<file path="config.mk">
export PLATFORM = sky130hd
export DESIGN_NAME = sensor_filter_bank_flat
export DESIGN_NICKNAME = d
export VERILOG_FILES = /design/src/rtl/sensor_filter_bank_if.sv /design/src/rtl/sensor_filter_bank.sv /design/src/flat_wrapper.sv
export SDC_FILE = /design/constraint.sdc
export NUM_CORES = 1
export LEC_CHECK = 0
export ABC_AREA = 1
export CELL_PAD_IN_SITES_DETAIL_PLACEMENT = 1
export CELL_PAD_IN_SITES_GLOBAL_PLACEMENT = 1
export CORE_UTILIZATION = 42
export CTS_CLUSTER_SIZE = 16
export DETAILED_ROUTE_END_ITERATION = 8
export PLACE_DENSITY = 0.85
export SYNTH_ARGS = -nofsm -noshare
export SYNTH_HDL_FRONTEND = slang
export SYNTH_SLANG_ARGS = --single-unit
</file>
<file path="constraint.sdc">
create_clock -name clk -period 1.8 [get_ports clk]
set_input_delay 0.18 -clock clk [delete_from_list [all_inputs] [get_ports clk]]
set_output_delay 0.18 -clock clk [all_outputs]
set_load 0.02 [all_outputs]
</file>
<file path="src/rtl/sensor_filter_bank_if.sv">
// rtl/sensor_filter_bank_if.sv - control, sensor and actuator bundle for sensor_filter_bank
interface sensor_filter_bank_if #(
    parameter int CHANNELS = 4
);
    logic                Start;
    logic                Latch;
    logic                Clear;
    logic [CHANNELS-1:0] Sensor;
    logic [CHANNELS-1:0] Actuator;
    logic [CHANNELS-1:0] Busy;

    modport master (
        output Start,
        output Latch,
        output Clear,
        output Sensor,
        input  Actuator,
        input  Busy
    );

    modport slave (
        input  Start,
        input  Latch,
        input  Clear,
        input  Sensor,
        output Actuator,
        output Busy
    );
endinterface

</file>
<file path="src/rtl/sensor_filter_bank.sv">
// rtl/sensor_filter_bank.sv - per-channel on/off debounce filter with optional latch mode
module sensor_filter_bank #(
    parameter int CHANNELS  = 4,
    parameter int CNT_W     = 8,
    parameter int ON_DELAY  = 5,
    parameter int OFF_DELAY = 5
) (
    input  logic                  clk,
    input  logic                  rst_n,
    sensor_filter_bank_if.slave   bus
);

    typedef enum logic [1:0] {
        IDLE   = 2'd0,
        ARM    = 2'd1,
        ON     = 2'd2,
        DISARM = 2'd3
    } state_t;

    localparam logic [CNT_W-1:0] ON_D  = CNT_W'(ON_DELAY);
    localparam logic [CNT_W-1:0] OFF_D = CNT_W'(OFF_DELAY);
    localparam logic [CNT_W-1:0] ONE   = CNT_W'(1);

    state_t           state_q [CHANNELS];
    state_t           state_d [CHANNELS];
    logic [CNT_W-1:0] cnt_q   [CHANNELS];
    logic [CNT_W-1:0] cnt_d   [CHANNELS];

    logic [CHANNELS-1:0] act_vec;
    logic [CHANNELS-1:0] busy_vec;

    // State and counter registers for every channel; reset drops all channels to IDLE at once
    always_ff @(posedge clk or negedge rst_n) begin
        if (!rst_n) begin
            for (int i = 0; i < CHANNELS; i++) begin
                state_q[i] <= IDLE;
                cnt_q[i]   <= '0;
            end
        end else begin
            for (int i = 0; i < CHANNELS; i++) begin
                state_q[i] <= state_d[i];
                cnt_q[i]   <= cnt_d[i];
            end
        end
    end

    // Next-state and counter update; Clear overrides every transition, and the
    // counter always returns to zero when a channel settles in IDLE or ON
    always_comb begin
        for (int i = 0; i < CHANNELS; i++) begin
            state_d[i] = state_q[i];
            cnt_d[i]   = cnt_q[i];
            if (bus.Clear) begin
                state_d[i] = IDLE;
                cnt_d[i]   = '0;
            end else begin
                case (state_q[i])
                    IDLE: begin
                        if (bus.Start && bus.Sensor[i]) begin
                            if (ON_DELAY == 1) begin
                                state_d[i] = ON;
                                cnt_d[i]   = '0;
                            end else begin
                                state_d[i] = ARM;
                                cnt_d[i]   = ONE;
                            end
                        end
                    end
                    ARM: begin
                        // Any break in qualification discards the partial count
                        if (bus.Start && bus.Sensor[i]) begin
                            if (cnt_q[i] + ONE == ON_D) begin
                                state_d[i] = ON;
                                cnt_d[i]   = '0;
                            end else begin
                                cnt_d[i]   = cnt_q[i] + ONE;
                            end
                        end else begin
                            state_d[i] = IDLE;
                            cnt_d[i]   = '0;
                        end
                    end
                    ON: begin
                        // Start has no say once on; only a low Sensor outside latch mode starts the fall
                        if (!bus.Latch && !bus.Sensor[i]) begin
                            if (OFF_DELAY == 1) begin
                                state_d[i] = IDLE;
                                cnt_d[i]   = '0;
                            end else begin
                                state_d[i] = DISARM;
                                cnt_d[i]   = ONE;
                            end
                        end
                    end
                    DISARM: begin
                        if (bus.Latch || bus.Sensor[i]) begin
                            state_d[i] = ON;
                            cnt_d[i]   = '0;
                        end else if (cnt_q[i] + ONE == OFF_D) begin
                            state_d[i] = IDLE;
                            cnt_d[i]   = '0;
                        end else begin
                            cnt_d[i]   = cnt_q[i] + ONE;
                        end
                    end
                    default: begin
                        state_d[i] = IDLE;
                        cnt_d[i]   = '0;
                    end
                endcase
            end
        end
    end

    // Outputs are pure decodes of the state register, so they carry no input path
    always_comb begin
        act_vec  = '0;
        busy_vec = '0;
        for (int i = 0; i < CHANNELS; i++) begin
            act_vec[i]  = (state_q[i] == ON)  || (state_q[i] == DISARM);
            busy_vec[i] = (state_q[i] == ARM) || (state_q[i] == DISARM);
        end
    end

    assign bus.Actuator = act_vec;
    assign bus.Busy     = busy_vec;

endmodule

</file>
<file path="src/flat_wrapper.sv">
// flat-port wrapper written by rule: the top's interface ports become plain ports
module sensor_filter_bank_flat 
#(
    parameter int CHANNELS  = 4,
    parameter int CNT_W     = 8,
    parameter int ON_DELAY  = 5,
    parameter int OFF_DELAY = 5
)
  (clk, rst_n, bus_Start, bus_Latch, bus_Clear, bus_Sensor, bus_Actuator, bus_Busy);
  sensor_filter_bank_if #(.CHANNELS(CHANNELS)) bus_i ();
  input  logic clk;
  input  logic rst_n;
  input wire logic [$bits(bus_i.Start)-1:0] bus_Start;
  input wire logic [$bits(bus_i.Latch)-1:0] bus_Latch;
  input wire logic [$bits(bus_i.Clear)-1:0] bus_Clear;
  input wire logic [$bits(bus_i.Sensor)-1:0] bus_Sensor;
  output wire logic [$bits(bus_i.Actuator)-1:0] bus_Actuator;
  output wire logic [$bits(bus_i.Busy)-1:0] bus_Busy;
  assign bus_i.Start = bus_Start;
  assign bus_i.Latch = bus_Latch;
  assign bus_i.Clear = bus_Clear;
  assign bus_i.Sensor = bus_Sensor;
  assign bus_Actuator = bus_i.Actuator;
  assign bus_Busy = bus_i.Busy;
  sensor_filter_bank #(.CHANNELS(CHANNELS), .CNT_W(CNT_W), .ON_DELAY(ON_DELAY), .OFF_DELAY(OFF_DELAY)) u_core (.clk(clk), .rst_n(rst_n), .bus(bus_i));
endmodule
</file>
== Yosys cells after proc, flatten, opt, wreduce, memory -nomap -nowiden ==
Index checks and enable logic that the tools add are counted.
Storage, ports and cells
  register bits: 40
  bits in latches: 0
  RAM bits: 0
  ROM bits: 0
  input port bits: 9
  output and inout bits: 8
  memories kept: 0
Cells by class
  add/sub/neg operators: 4
  $mul: 0
  divide/modulo/power cells: 0
  order comparisons: 0
  eq/ne operators: 32
  shifts and indexed selects: 0
  muxes and demuxes: 60
  bitwise logic cells: 0
  reduce and logical (&&, ||, !) cells: 37
Operators with widths (count)
  2-to-1 mux 8 bit: 24
  one-hot mux 8 bit (4 select lines): 4
  2-to-1 mux 2 bit: 28
  adder 8 x 1 -> 8 bit (second input constant): 4
  == test 8 x 3 -> 1 bit (second input constant): 4
  one-hot mux 2 bit (4 select lines): 4
  inequality test 3 x 2 -> 1 bit (second input constant): 8
  == test 2 bit (second input constant): 8
  inequality test 4 x 2 -> 1 bit (second input constant): 4
  inequality test 4 bit (second input constant): 4
  AND reduction 4 bit: 4
  logical OR 1 bit: 12
  == test 2 x 1 -> 1 bit (second input constant): 4
  logical AND 1 bit: 8
  logical NOT 2 bit: 4
  AND reduction 2 bit: 4
  logical NOT 1 bit: 5

== Depth between registers and ports, before layout ==
Gate-level depths: netlist of the first run.
  depth after elaboration: 6
  gate-level depth with buffers: 13
  gate-level depth less buffers: 13

== Worst setup path after synthesis of the first run ==
No wires, ideal clock.
  kind: flip-flop to flip-flop
  from: register u_core.cnt_q[16] (netlist bit)
  to: register u_core.state_q[5] (netlist bit)
  data arrival time: 1335 ps
  data required time: 1683 ps
  setup slack: 349 ps
  cell stages (with the launch flop): 12
  buffers on the path: 0
  period minus slack after synthesis: 1451 ps
  path through: dfrtp_1 -> ha_1 -> nand2_1 -> inv_1 -> nor2_1 -> nand3_1 -> nor2_1 -> nand3_1 -> nand2_1 -> nand2_1 -> nand2_1 -> nand2_1
Between the ends
  longest elaborated chain between the ends: 4
  elaborated cells on any way between the ends: 5
  those cells by class: add/sub (1); eq/ne (3); reduce/logical (1)
Ends and longest elaborated chain
  from (decl): line sensor_filter_bank.sv:26  | logic [CNT_W-1:0] cnt_q [CHANNELS];
  from (signal, indexed assignment): line sensor_filter_bank.sv:42  | cnt_q[i] <= cnt_d[i];
  adder 8 x 1 -> 8 bit *: line sensor_filter_bank.sv:72, sensor_filter_bank.sv:99
  == test 8 x 3 -> 1 bit *: line sensor_filter_bank.sv:72, sensor_filter_bank.sv:99
  inequality test 4 x 2 -> 1 bit (no line) / inequality test 4 bit (equally long branches)
  AND reduction 4 bit (no line) *
  to (signal, indexed assignment): line sensor_filter_bank.sv:41  | state_q[i] <= state_d[i];
  to (decl): line sensor_filter_bank.sv:24  | state_t state_q [CHANNELS];
Mark *: on every way between the ends. The rest lies on a longest branch, timed or not.
A chain may end at the register's enable or synchronous reset.

== Final worst setup path of the first run ==
  from: register u_core.cnt_q[0] (netlist bit)
  to: register u_core.state_q[1] (netlist bit)
The elaborated chain is that of the path after synthesis.

==> results of run 1 <==
-- final timing paths --
| check | start | endpoint | slack, ns | cells past startpoint |
|---|---|---|---|---|
| worst max-delay path | u_core.cnt_q[0] | u_core.state_q[1] | 0.18 | 11 |
| worst min-delay path | rst_n | u_core.state_q[2] | 0.38 | 2 |
| worst max register to register | u_core.cnt_q[0] | u_core.state_q[1] | 0.18 | 11 |
| worst min register to register | u_core.cnt_q[16] | u_core.cnt_q[16] | 0.55 | 1 |
| max in group asynchronous | rst_n | u_core.cnt_q[24] | 0.92 | 3 |
| min in group clk | u_core.cnt_q[16] | u_core.cnt_q[16] | 0.55 | 1 |
-- final cells by class --
type | instances | area [sq um]
flip-flops and latches | 40 | 1000
clock inverters | 1 | 30.0
repair buffers | 22 | 215
multi-input cells | 263 | 1280
well taps | 72 | 90.1
clock buffers | 7 | 96.3
inverters | 57 | 214
fillers | 745 | 2720
-- registers in the layout, indices dropped and copies added, names as in the netlist --
signal / flops
u_core.state_q: 8
u_core.cnt_q: 32
-- kinds of logic after synthesis --
kind of cell / share of synthesized area (%)
xor+xnor: 0.347
compound gates: 9.91
fa+ha+maj: 3.96
simple gates: 36.3
buf+inv: 9.86
flops: 39.6
-- metrics by stage --
step                cells  hold WS (ns)
floorplan             369        -0.116
global placement      452         0.177
detailed placement    452         0.183
CTS                   461         0.388
global route          462         0.438
finish                462         0.382
-- synthesized netlist by cell type --
cell | number | area [sq um]
a21oi_1 | 1 | 5.00
and3_2 | 1 | 7.51
buf_2 | 1 | 5.00
clkbuf_1 | 8 | 30.0
dfrtp_1 | 40 | 1000
ha_1 | 8 | 100
inv_1 | 53 | 199
inv_2 | 4 | 15.0
nand2_1 | 117 | 439
nand2_2 | 8 | 50.1
nand3_1 | 34 | 170
nand3_2 | 3 | 30.0
nand3b_1 | 1 | 7.51
nand4_1 | 4 | 25.0
nor2_1 | 31 | 116
nor2_2 | 7 | 43.8
nor2_4 | 1 | 11.3
nor3_1 | 3 | 15.0
o21ai_0 | 24 | 120
o21ai_1 | 4 | 20.0
o21ai_2 | 1 | 8.76
o22ai_1 | 12 | 75.1
o31ai_2 | 1 | 12.5
o32ai_1 | 1 | 8.76
xor2_1 | 1 | 8.76
-- routing by layer --
| metal | vias to the layer above | track usage [%] | part of all wire [%] |
|---|---|---|---|
| li1 | 1208 | - | - |
| met1 | 1128 | 28.0 | 49 |
| met2 | 24 | 38.9 | 48 |
| met3 | 8 | 3.09 | 2.3 |
| met4 | 0 | 7.09 | 1.3 |
| met5 | - | 0 | 0 |
-- power groups by stage --
stage / registers [uW] / clock network [uW] / logic, uW
after detailed placement: 964 / 0 / 229
after global routing: 949 / 867 / 263
after floorplan: 955 / 0 / 127
after CTS: 947 / 843 / 233
final: 946 / 819 / 234
after global placement: 963 / 0 / 222
-- layout by cell type, fill, tap and decap left out, types with 3 or more instances in the layout --
cell,netlist,routed
nand3_2,3,3
nor2_2,7,8
nand2_1,117,116
o21ai_0,24,24
nor2_1,31,30
nand3_1,34,34
nor3_1,3,3
nand4_1,4,4
clkdlybuf4s50_1,0,15
nand2_2,8,9
inv_2,4,4
buf_4,0,4
dfrtp_1,40,40
ha_1,8,8
inv_1,53,53
clkbuf_8,0,7
o22ai_1,12,12
o21ai_1,4,4
-- timing repair --
action	4_1_cts	5_1_grt
gates resized for setup	0	2
setup endpoints to repair	0	3
endpoints found under the hold margin	19	0
setup buffers	0	1
hold buffers	1	0
==> results.md, run 1 <==
* Status: complete, no violations
* Crit-path max cell delay at 0.42 ns
* Clock buffer depth at 2
* Final setup viols at 0
* First-pass GRT wire length at 10.9 mm
* CP Buf/Inv Count at 0
* Detail Route Antenna Nets at 0
* Worst slack, placed at 0.0173 ns
* Yosys warns at 0
* GRT Overall Usage at 22.2%
* Number of port buffers at 16
* NumNets Final at 406
* Die ar. at 6330 sq um
* Vias/cell at 5.13
* Syn nets at 386
* Share of cells above drive strength 1 at 10.8%
* Vias at 2,368
* Rel. slew slack at 65.1%
* Crit. End Element: flop
* GPL Wtd Cong at 0.844
* Die width at 79.5 microns
* Sw frac at 25.1%
* Final Max Tran Viols at 0
* Unique masters post-synth at 25
* Clk pwr share at 41.0%
* Core area at 5640 sq um
* Startpoint types: flop
* Final HPWL DP at 4.87 mm
* Syn Area/Cell at 6.84 sq um
* Power per Cell Area at 683 nW/um^2
* Initial core utilization at 44.8%
* Setup TNS at 0 ns
* Initial DRC count at 85
* CP Max Fanout at 4
* Via count of the first global-routing pass at 2,448
* Drt total wl at 6.27 mm
* Unrepaired setup endpoints after global routing: false
* Crit Path Category: flop to flop
* IO Count at 17
* Die Height at 79.5 microns
* Crit-path most repeated cell: nand2_1
* Measured slew at the worst slew-check pin at 0.524 ns
* Avg WL per Cell at 13.6 microns
* Largest net degree at the start of global routing at 22
* # DRC at 0
* CTS tree: done
* Synth Cell Area at 2520 sq um
* Root Driver: clkbuf_8
* Antenna Cells at 0
* Final WS setup at 0.178 ns
* Worst-path clk slew at 0.08 ns
* Clock skew at 0.00690 ns
* Clock Sinks at 40
* Total CTS buffers at 5
* Critical path, cell by cell: ha_1, nand2_2, nand2_1, nor2_1, nand3_1, nor2_2, nand2_2, nand2_2, nand2_1, nand2_1, nand2_1
* Max stage delay cell, worst path: dfrtp_1
* CTS H-Tree Depth at 2
* Logic pwr share at 11.7%
* FF+latch count, synth at 40
* Sequential power share at 47.3%
* Layout area overhead at 15.9%
* Min Tclk post-route at 1.62 ns
* Cell family with most CP delay: simple AND/OR/NAND/NOR gates
* Finished Core Util at 51.9%
* Fin crit share at 90.1%
* Core Rows at 27
* Hold crit path type: input pin to async pin
* Cells after Synth at 369
* Max-Cap Viols at 0
* Finished Cell Area at 2930 sq um
* Final hold violation count at 0
* Grt total ovfl at 0
* WP data arrival at 1.82 ns
* Cell-internal power at 1500 uW
* Tot Pwr at 2000 uW
* Initial antenna violation count at 0
* WP data required at 2.00 ns
* Leakage at 0.00141 uW
* Max VDD drop at 364 uV
* Clock latency on the worst-skew pair at 0.30 ns
* Cell Area, Placed at 2780 sq um
* Sequential share of the synthesized area at 39.6%
* Max Freq at 0.617 GHz
* Psw at 502 uW
* Drt first pass iters at 4
No activity file was read; power rests on OpenSTA's default activity.
==> run 2: changes to the inputs <==
Settings changed: RECOVER_POWER set to 100.
==> run 2 against run 1 <==
Register-to-register slack about the same. Fmax up 0.26%. Clock-buffer cell count unchanged. Clock power about the same. Critical path depth unchanged. Sequential power about the same. Total power down 0.41%. Clock skew about the same. Cell count unchanged. Critical path type unchanged. Critical endpoint unchanged.
==> results.md, run 2 (same netlist as run 1, synthesis figures left out) <==
* Initial antenna violation count at 0 (unchanged)
* Max Freq at 0.618 GHz (+0.26%)
* Crit Path Category: flop to flop
* Clock buffer depth at 2 (unchanged)
* Fin crit share at 89.9% (-0.24 points)
* Critical path, cell by cell: ha_1, nand2_2, nand2_1, nor2_1, nand3_1, nor2_2, nand2_2, nand2_2, nand2_1, nand2_1, nand2_1
* Max-Cap Viols at 0 (unchanged)
* Initial core utilization at 44.8% (unchanged)
* Die ar. at 6330 sq um (unchanged)
* Sw frac at 25.2% (+0.030 points)
* Crit-path max cell delay at 0.42 ns (about the same)
* Hold Slack at 0.553 ns (+0.171 ns)
* # DRC at 0 (unchanged)
* Cell Area, Placed at 2780 sq um (unchanged)
* Max VDD drop at 364 uV (-0.20%)
* Avg WL per Cell at 13.5 microns (-0.53%)
* CP Max Fanout at 4 (unchanged)
* Worst-path clk slew at 0.08 ns (about the same)
* Min Tclk post-route at 1.62 ns (-0.00424 ns)
* Antenna Cells at 0 (unchanged)
* First-pass GRT wire length at 10.9 mm (unchanged)
* Clock skew at 0.00710 ns (+0.000204 ns)
* Drt first pass iters at 4 (unchanged)
* Max stage delay cell, worst path: dfrtp_1
* Most frequent cells in the layout: 117 x nand2_1, 53 x inv_1, 40 x dfrtp_1, 35 x nand3_1, 30 x nor2_1
* Layout area overhead at 15.4%
* GPL Wtd Cong at 0.844 (unchanged)
* Measured slew at the worst slew-check pin at 1.25 ns (+0.729 ns)
* Core Rows at 27 (unchanged)
* Clock latency on the worst-skew pair at 0.30 ns (about the same)
* Commonest non-fill, non-tap cell in the layout: nand2_1
* IO Count at 17 (unchanged)
* Hold crit path type: flop to flop
* Share of cells above drive strength 1 at 9.74% (-1.0 points)
* Root Driver: clkbuf_8
* Largest registers: u_core.cnt_q: 32 flops, u_core.state_q: 8 flops
* Unrepaired setup endpoints after global routing: false
* Crit. End Element: flop
* Crit-path most repeated cell: nand2_1
* # fillers at 744 (-0.13%)
* Setup TNS at 0 ns (unchanged)
* CP Buf/Inv Count at 0 (unchanged)
* Grt total ovfl at 0 (unchanged)
* CTS H-Tree Depth at 2 (unchanged)
* Cell-internal power at 1490 uW (-0.45%)
* Logic pwr share at 11.4% (-0.3 points)
* Die Height at 79.5 microns (unchanged)
* Top reg by flops: u_core.cnt_q
* Drt total wl at 6.24 mm (-0.53%)
* WP data arrival at 1.82 ns (about the same)
* Final hold violation count at 0 (unchanged)
* Finished Cell Area at 2910 sq um (-0.43%)
* Rel. slew slack at 16.5% (-49 points)
* Clk pwr share at 41.1% (about the same)
* Final setup viols at 0 (unchanged)
* Psw at 501 uW (-0.29%)
* Final HPWL DP at 4.87 mm (unchanged)
* Clock Sinks at 40 (unchanged)
* NumNets Final at 406 (unchanged)
* Leakage at 0.00143 uW (+1.2%)
* Startpoint types: flop
* Finished Core Util at 51.7% (-0.22 points)
* Sequential power share at 47.5% (+0.2 points)
* CTS tree: done
* Total CTS buffers at 5 (unchanged)
* Max reg flops at 32 (unchanged)
* GRT Overall Usage at 22.2% (unchanged)
* Initial DRC count at 68 (-20%)
* Via count of the first global-routing pass at 2,448 (unchanged)
* Die width at 79.5 microns (unchanged)
* Cell family with most CP delay: simple AND/OR/NAND/NOR gates
* WP data required at 2.00 ns (about the same)
* Final Max Tran Viols at 0 (unchanged)
* Vias/cell at 5.12 (-0.17%)
* Detail Route Antenna Nets at 0 (unchanged)
* Core area at 5640 sq um (unchanged)
* Number of port buffers at 16 (unchanged)
* Power per Cell Area at 683 nW/um^2 (about the same)
* Tot Pwr at 1990 uW (-0.41%)
* Largest net degree at the start of global routing at 22 (unchanged)
* Vias at 2,364 (-0.17%)
* Status: complete, no violations
==> run 2: layout make-up <==
type | instances | area (sq um) | share of cell area [%]
Timing Repair Buffer | 22 | 210 | 7.21
Clock inverter | 1 | 30.0 | 1.03
Multi-Input combinational cell | 263 | 1270 | 43.7
Clock buffer | 7 | 96.3 | 3.31
Tap cell | 72 | 90.1 | 3.09
Sequential cell | 40 | 1000 | 34.3
Inverter | 57 | 214 | 7.34
==> run 2: routing by layer <==
| layer | track usage [%] | routed length (microns) |
|---|---|---|
| met1 | 28.0 | 3040 |
| met2 | 38.9 | 2990 |
| met3 | 3.09 | 126 |
| met4 | 7.09 | 82 |
| met5 | 0 | 0 |
==> run 2: path summary, 6_finish.rpt <==
kind                                   from                 to  slack [ns]  cells after the start
min in group asynchronous             rst_n   u_core.cnt_q[10]        0.66                      2
min                        u_core.cnt_q[16]   u_core.cnt_q[16]        0.55                      1
max in group asynchronous             rst_n   u_core.cnt_q[22]        0.39                      2
max reg2reg                 u_core.cnt_q[0]  u_core.state_q[1]        0.18                     11
max                         u_core.cnt_q[0]  u_core.state_q[1]        0.18                     11
min reg2reg                u_core.cnt_q[16]   u_core.cnt_q[16]        0.55                      1
==> run 2: stage by stage <==
stage | cells | setup WS (ns)
finish | 462 | 0.183
global route | 462 | 0.00668
CTS | 461 | 0.141
detailed placement | 452 | 0.0173
global placement | 452 | 0.0506
floorplan | 369 | 0.349
==> run 2: power groups by stage <==
| stage | clock network [uW] | logic [uW] | registers, uW |
|---|---|---|---|
| 3_3_place_gp | 0 | 222 | 963 |
| 5_1_grt | 867 | 256 | 949 |
| 3_5_place_dp | 0 | 229 | 964 |
| 2_1_floorplan | 0 | 127 | 955 |
| 4_1_cts | 843 | 233 | 947 |
| 6_report | 819 | 227 | 945 |
==> run 2: what timing repair did <==
| item | in CTS | in global routing |
|---|---|---|
| setup buffers | 0 | 1 |
| hold buffers | 1 | 0 |
| endpoints found under the hold margin | 19 | 0 |
| endpoints found under the setup margin | 0 | 3 |
| resized for setup | 0 | 2 |
==> run 3: changes to the inputs <==
Settings changed: ABC_CLOCK_PERIOD_IN_PS set to 1800, CTS_CLUSTER_DIAMETER set to 30.
==> results of run 3 <==
Same layout as run 2: the final DEF is identical, and so are final timing and power.
